$ cat src/rtl/fetch_stage.sv
// Fetch stage: owns the PC, reads the combinational ROM, buffers {pc, instr} pairs for decode.
// Latency: an entry is on out_* one cycle after its address is driven; one per cycle when drained.
// Backpressure: out_ready=0 fills the buffer, then fetch stalls with the PC held.
module fetch_stage #(
    parameter int                XLEN       = 32,
    parameter int                ADDRLEN    = 16,
    parameter logic [XLEN-1:0]   RESET_PC   = '0,
    parameter int                FIFO_DEPTH = 2
) (
    input  logic               clk,
    input  logic               rst_n,
    output logic [ADDRLEN-1:0] imem_addr,
    input  logic [XLEN-1:0]    imem_data,
    input  logic               redirect_valid,
    input  logic [XLEN-1:0]    redirect_pc,
    output logic               out_valid,
    input  logic               out_ready,
    output logic [XLEN-1:0]    out_instr,
    output logic [XLEN-1:0]    out_pc,
    output logic               halted
);

    localparam int              PW    = $clog2(FIFO_DEPTH);
    localparam int              CW    = $clog2(FIFO_DEPTH + 1);
    localparam logic [XLEN-1:0] ECALL = 32'h0000_0073;

    logic [XLEN-1:0] pc;
    logic [XLEN-1:0] buf_pc    [FIFO_DEPTH];
    logic [XLEN-1:0] buf_instr [FIFO_DEPTH];
    logic [PW-1:0]   wr_ptr;
    logic [PW-1:0]   rd_ptr;
    logic [CW-1:0]   count;
    logic [CW-1:0]   count_nxt;
    logic            push;
    logic            pop;
    logic            redirect_pc_unused;

    // Word alignment is forced, so the low target bits carry no information.
    assign redirect_pc_unused = ^redirect_pc[1:0];

    assign imem_addr = pc[ADDRLEN-1:0];
    assign out_valid = (count != '0);
    assign pop       = out_valid & out_ready;
    assign push      = !redirect_valid && !halted && ((count < CW'(FIFO_DEPTH)) || pop);

    assign out_instr = out_valid ? buf_instr[rd_ptr] : '0;
    assign out_pc    = out_valid ? buf_pc[rd_ptr]    : '0;

    always_comb begin
        count_nxt = count;
        case ({push, pop})
            2'b10:   count_nxt = count + 1'b1;
            2'b01:   count_nxt = count - 1'b1;
            default: count_nxt = count;
        endcase
    end

    always_ff @(posedge clk) begin
        if (!rst_n) begin
            pc     <= RESET_PC;
            count  <= '0;
            wr_ptr <= '0;
            rd_ptr <= '0;
            halted <= 1'b0;
        end else if (redirect_valid) begin
            pc     <= {redirect_pc[XLEN-1:2], 2'b00};
            count  <= '0;
            wr_ptr <= '0;
            rd_ptr <= '0;
            halted <= 1'b0;
        end else begin
            count <= count_nxt;
            if (pop) begin
                rd_ptr <= rd_ptr + 1'b1;
            end
            if (push) begin
                pc     <= pc + 32'd4;
                wr_ptr <= wr_ptr + 1'b1;
                if (imem_data == ECALL) begin
                    halted <= 1'b1;
                end
            end
        end
    end

    // Storage is left unreset; out_* masking keeps stale contents invisible.
    always_ff @(posedge clk) begin
        if (rst_n && push) begin
            buf_pc[wr_ptr]    <= pc;
            buf_instr[wr_ptr] <= imem_data;
        end
    end

endmodule

$ cat config.mk
export PLATFORM = sky130hd
export DESIGN_NAME = fetch_stage
export DESIGN_NICKNAME = d
export VERILOG_FILES = /design/src/rtl/fetch_stage.sv
export SDC_FILE = /design/constraint.sdc
export NUM_CORES = 1
export LEC_CHECK = 0
export ABC_CLOCK_PERIOD_IN_PS = 3700
export BUFFER_PORTS_ARGS = -buffer_cell sky130_fd_sc_hd__buf_4
export CAP_MARGIN = 20
export CORE_ASPECT_RATIO = 0.75
export CORE_MARGIN = 2
export CORE_UTILIZATION = 40
export CTS_CLUSTER_SIZE = 14
export DETAILED_ROUTE_END_ITERATION = 12
export PLACE_DENSITY_LB_ADDON = 0.2
export SETUP_SLACK_MARGIN = 0.4
export SLEW_MARGIN = 20
export SYNTH_ARGS = -nofsm -noshare
export SYNTH_HDL_FRONTEND = slang
export SYNTH_SLANG_ARGS = --single-unit
$ cat constraint.sdc
create_clock -name clk -period 3.7 [get_ports clk]
set_input_delay 0.37 -clock clk [delete_from_list [all_inputs] [get_ports clk]]
set_output_delay 0.37 -clock clk [all_outputs]
set_load 0.1 [all_outputs]
* Word level (Yosys, flattened, before mapping)
Memories as Yosys holds them, arrays and structs flattened. A register that Yosys moved wholly into a read port is not among the register bits. Cells that the tools add are included.
Word-level totals: input bits 68, memory bits (writable) 128, word-level logic and storage cells 41, flip-flop bits (word level) 37, memories kept 2
Memory list:
- buf_instr | depth 2, width 32, rd ports 1, clocked after Yosys merged registers in 1, write ports 1, RTL line 29 | logic [XLEN-1:0] buf_instr [FIFO_DEPTH];
- buf_pc | depth 2, width 32, rd ports 1, clocked after Yosys merged registers in 1, write ports 1, RTL line 28 | logic [XLEN-1:0] buf_pc [FIFO_DEPTH];
Operators by class: reductions and logical operators 11, eq/ne operators 3, add/subtract/negate cells 5, multiplexer cells 11, $lt $le $gt $ge 1, bitwise logic cells 2
Operators with widths (number):
- $mux W32 | 4
- $add A32 B3 Y32 const B | 1
- $eq A32 B7 Y1 const B | 1
- $mux W1 | 6
- $reduce_bool A2 Y1 | 3
- $pmux W2 S2 | 1
- $logic_and A1 B1 Y1 | 3
- $add A1 B1 Y1 const B | 2
- $add A2 B1 Y2 const B | 1
- $eq A2 B1 Y1 const B | 1
- $eq A2 B2 Y1 const B | 1
- $logic_not A1 Y1 | 2
- $lt A2 B2 Y1 const B | 1
- $reduce_and A2 Y1 | 1
- $reduce_or A2 Y1 | 1
- $sub A2 B1 Y2 const B | 1
- $and A1 B1 Y1 | 1
- $logic_or A1 B1 Y1 | 1
- $not A1 Y1 | 1

* Depth between registers and ports, before layout
depth after elaboration 7, gate-level depth with buffers 8

* Least setup slack after synthesis
OpenSTA, ideal clock, no wires.
path type reg2reg, from register halted, to memory buf_instr[0][0], enable pin, data required time 3218 ps, buffers on the path 1, setup slack -835 ps, stages on the path, launching flop included 5, arrival 4052 ps, cells stage by stage dfxtp_1 > clkbuf_1 > nor2_1 > nand2_1 > nor2_1
Between the ends: cells in the longest elaborated chain, start to end 6
Ends and longest elaborated chain:
- from (decl) | RTL line 20 | output logic halted
- from (signal assigned) | RTL line 64 | halted <= 1'b0;
- from (signal assigned) | RTL line 70 | halted <= 1'b0;
- from (signal assigned) | RTL line 80 | halted <= 1'b1;
- $logic_not A1 Y1 | RTL line 44 | assign push = !redirect_valid && !halted && ((count < CW'(FIFO_DEPTH)) || pop);
- $logic_and A1 B1 Y1 (2 in a row) | RTL line 44
- $logic_and A1 B1 Y1 | RTL line 88 | if (rst_n && push) begin
- $mux W1 | RTL line 88
- $mux W1 (implied by the code) | RTL line 90 | buf_instr[wr_ptr] <= imem_data;
- to (decl) | RTL line 29
Every way passes these cells.

==> impl_metrics.py <==
metrics = {
    "final_layout": {
        "antenna_cells": 0,
        "instances_no_fill": 878,
        "drive_gt1_share_pct": 29.1,
        "final_area_sq_um": 8540,
        "fill_cells": 1461,
        "final_core_util_pct": 51.2,
        "num-nets-final": 720,
        "multi_input_area_sq_um": 2070,
        "register_area_sq_um": 4450,
        "area_growth_pct": 26.6,
    },
    "worst_hold_path": {
        "holdPathStages": 1,
        "min_from": "imem_data[0]",
        "whs_endpoint": "buf_instr[1][0]$_DFFE_PP_",
        "hold_class": "input port to flip-flop",
    },
    "pwr": {
        "power.switching_mw": 1.30,
        "p_sw_share_pct": 29.1,
        "vdd_ir_drop_max_mv": 0.331,
        "p_leak_nw": 3.08,
        "p_per_area_nw_per_um2": 525,
        "p_int_mw": 3.18,
        "pwr-share-seq_pct": 46.3,
        "pwr-share-comb_pct": 15.3,
        "clkPwrFrac_pct": 38.4,
    },
    "worst_setup_path": {
        "crit_cells": 4,
        "worst_setup_path_end_kind": "primary output",
        "critPathBufInv": 2,
        "cp_top_family": "flip-flops",
        "ff2ff_path_depth": 4,
        "crit_fanout": 48,
        "start_kind": "flip-flop",
        "crit_path_cell_trace": "buf_4 > mux2i_1 > nor2_1 > buf_4",
        "required_ns": 3.33,
        "crit_top_cell": "buf_4",
        "cp_slowest_cell": "dfxtp_4",
        "r2r-end": "buf_pc[1][17]$_DFFE_PP_",
        "r2r_setup_slack_ns": 1.36,
        "max_stage_delay_ns": 0.94,
        "reg2reg_from": "count[1]$_SDFFE_PP0P_",
        "worstPathArrival_ns": 2.26,
        "critical_path_class": "flip-flop to primary output",
    },
    "sta": {
        "setup_viol": 0,
        "timing_hold_violations_final": 0,
        "max_freq_ghz": 0.381,
        "timing.slew.headroom_pct": 40.7,
        "finalCritPeriodShare_pct": 71.0,
        "rsz0062_at_grt": "false",
        "worst_pin_slew_ns": 0.889,
        "setup_slack_ns": 1.07,
        "slew_viol_final": 0,
        "skew_ns": 0.00449,
        "min_period_ns": 2.63,
        "tns_ns": 0,
    },
    "synth": {
        "ys_warn_count": 0,
        "synth_largest_area_cell": "edfxtp_1",
        "synth.area.top_cells": "edfxtp_1 55%, dfxtp_1 11%, mux2i_1 9.6%, nor2_1 4.3%, o21ai_0 2.3%",
        "netlist_instances": 519,
        "ys_ff_latch": 160,
        "async_reset_ff_share_pct": 0,
        "synth_area_sq_um": 6740,
        "yosys.cell_types.count": 42,
        "synth-main-ff-cell": "edfxtp_1",
        "avgSynthCellArea_sq_um": 13.0,
        "synth_edf_count": 124,
        "synth_top_area_share_pct": 55.2,
        "synth_seq_area_share_pct": 65.9,
    },
    "floorplan": {
        "core_area_sq_um": 16700,
        "rows": 41,
        "die_w_um": 154,
        "die_y_um": 116,
        "initial_core_util_pct": 40.5,
        "dieArea_sq_um": 17900,
        "pin_count": 150,
    },
    "clock_network": {
        "clkTransAtPathRegs_ns": 0.06,
        "clock-root-buffer": "clkbuf_16",
        "cts_tree": "built",
        "clkLatencyLatePin_ns": 0.42,
        "clock_path_buffers": 2,
        "cts-buffers-inserted": 17,
        "postCtsResizedCells": 0,
        "cts.hold.buffers_added": 0,
        "cts.htree.levels": 4,
        "cts.sinks": 160,
        "postCtsSetupBuffers": 0,
    },
    "global_route": {
        "track_usage_pct": 17.4,
        "grt_overflow_total": 0,
        "grt_pass1_wl_um": 23300,
        "grt_max_degree": 57,
        "grt_antenna_before_repair": 0,
        "grt_pass1_vias": 4241,
    },
    "placed_design": {
        "dp_worst_setup_slack_ns": 1.29,
        "place_inst": 846,
        "port-buffer-count": 143,
        "hpwl_um": 10200,
        "finalWeightedCongestion": 0.798,
        "placed_area_sq_um": 7950,
    },
    "routing": {
        "antenna_left": 0,
        "detailroute.wirelength.met3_um": 846,
        "drc": 0,
        "vias": 4444,
        "drt_pre_antenna_iters": 4,
        "met2_length_um": 6760,
        "dr.max_layer_used": "met4",
        "met1Wirelength_um": 7380,
        "vias_per_cell": 5.06,
        "routedWlPerCell_um": 17.3,
        "routed_wirelength_um": 15200,
        "drtIter0Drc": 244,
    },
    "run_status": {
        "status": "finished, final reports clean",
    },
    "run": {
        "max-cap-violations": 0,
    },
}
## Yosys cell counts, types with 4 or more instances
| cell type | count |
|---|---|
| edfxtp_1 | 124 |
| nor2_1 | 78 |
| mux2i_1 | 65 |
| dfxtp_1 | 36 |
| o21ai_0 | 31 |
| a21oi_1 | 18 |
| buf_4 | 18 |
| nand2_1 | 18 |
| clkbuf_1 | 16 |
| xor2_1 | 15 |
| nand4_1 | 10 |
| xnor2_1 | 10 |
| a31oi_1 | 8 |
| nand3_1 | 8 |
| or3_1 | 7 |
| inv_1 | 6 |
| buf_1 | 5 |
| nor4_1 | 5 |
| or4_1 | 4 |
## per-layer routing
metal / vias to the layer above / global-route usage (%)
li1: 2167 / -
met5: - / 0
met1: 2129 / 25.0
met2: 134 / 25.9
met4: 0 / 5.73
met3: 14 / 4.68
## state kept, by name, summed over array words and instances (netlist names), named ones only
name	flops
buf_instr	64
buf_pc	60
pc	30
count	2
halted	1
rd_ptr	1
wr_ptr	1
## stage by stage
step / hold slack, ns / power [mW]
floorplan: 0.449 / 2.62
global placement: 0.486 / 2.79
detailed placement: 0.487 / 2.80
CTS: 0.123 / 4.52
global route: 0.115 / 4.65
finish: 0.136 / 4.48
## power groups by stage
| stage | Combinational (mW) | Clock, mW | Sequential (mW) |
|---|---|---|---|
| floorplan | 0.529 | 0 | 2.09 |
| global placement | 0.685 | 0 | 2.11 |
| detailed placement | 0.690 | 0 | 2.11 |
| CTS | 0.692 | 1.76 | 2.07 |
| global route | 0.720 | 1.84 | 2.08 |
| finish | 0.686 | 1.72 | 2.07 |
## area by class of cell
cell class	instances	share of cell area [%]
Inverter	6	0.264
Multi-Input combinational cell	315	24.3
Tap cell	215	3.15
Clock buffer	17	4.98
Clock inverter	15	1.90
Sequential cell	160	52.1
Timing Repair Buffer	150	13.3
## placed cells by master (no fill, tap or decap), types with 15 or more instances in the layout
cell,Yosys,layout
mux2i_1,65,65
dfxtp_1,36,35
o21ai_0,31,31
nand2_1,18,18
buf_4,18,149
nor2_1,78,76
xor2_1,15,15
edfxtp_1,124,124
clkbuf_16,0,17
a21oi_1,18,18
## how the worst max path moves through the flow
stage	from	endpoint	slack (ns)
after detailed placement	out_ready	buf_pc[1][15]$_DFFE_PP_	1.29
after CTS	flip-flop	out_instr[4]	1.02
after floorplan	halted$_SDFFE_PP0P_	buf_instr[0][0]$_DFFE_PP_	0.85
after global placement	out_ready	buf_pc[1][15]$_DFFE_PP_	1.34
final	flip-flop	out_instr[13]	1.07
after global routing	count[0]$_SDFFE_PP0P_	out_pc[16]	0.90
## kinds of logic (layout without fill, tap and decap cells)
group | Yosys count | count (layout) | share of synthesized area [%]
muxes | 65 | 65 | 9.65
buffers and inverters | 47 | 188 | 3.75
DFF | 160 | 160 | 65.9
AOI/OAI and AO/OA | 64 | 64 | 5.18
adders and majority gates | 2 | 2 | 0.371
and+or+nand+nor | 155 | 155 | 11.9
other | 1 | 4 | 0.0556
xor gates and xnor gates | 25 | 25 | 3.25
No activity file was read; power rests on OpenSTA's default activity.
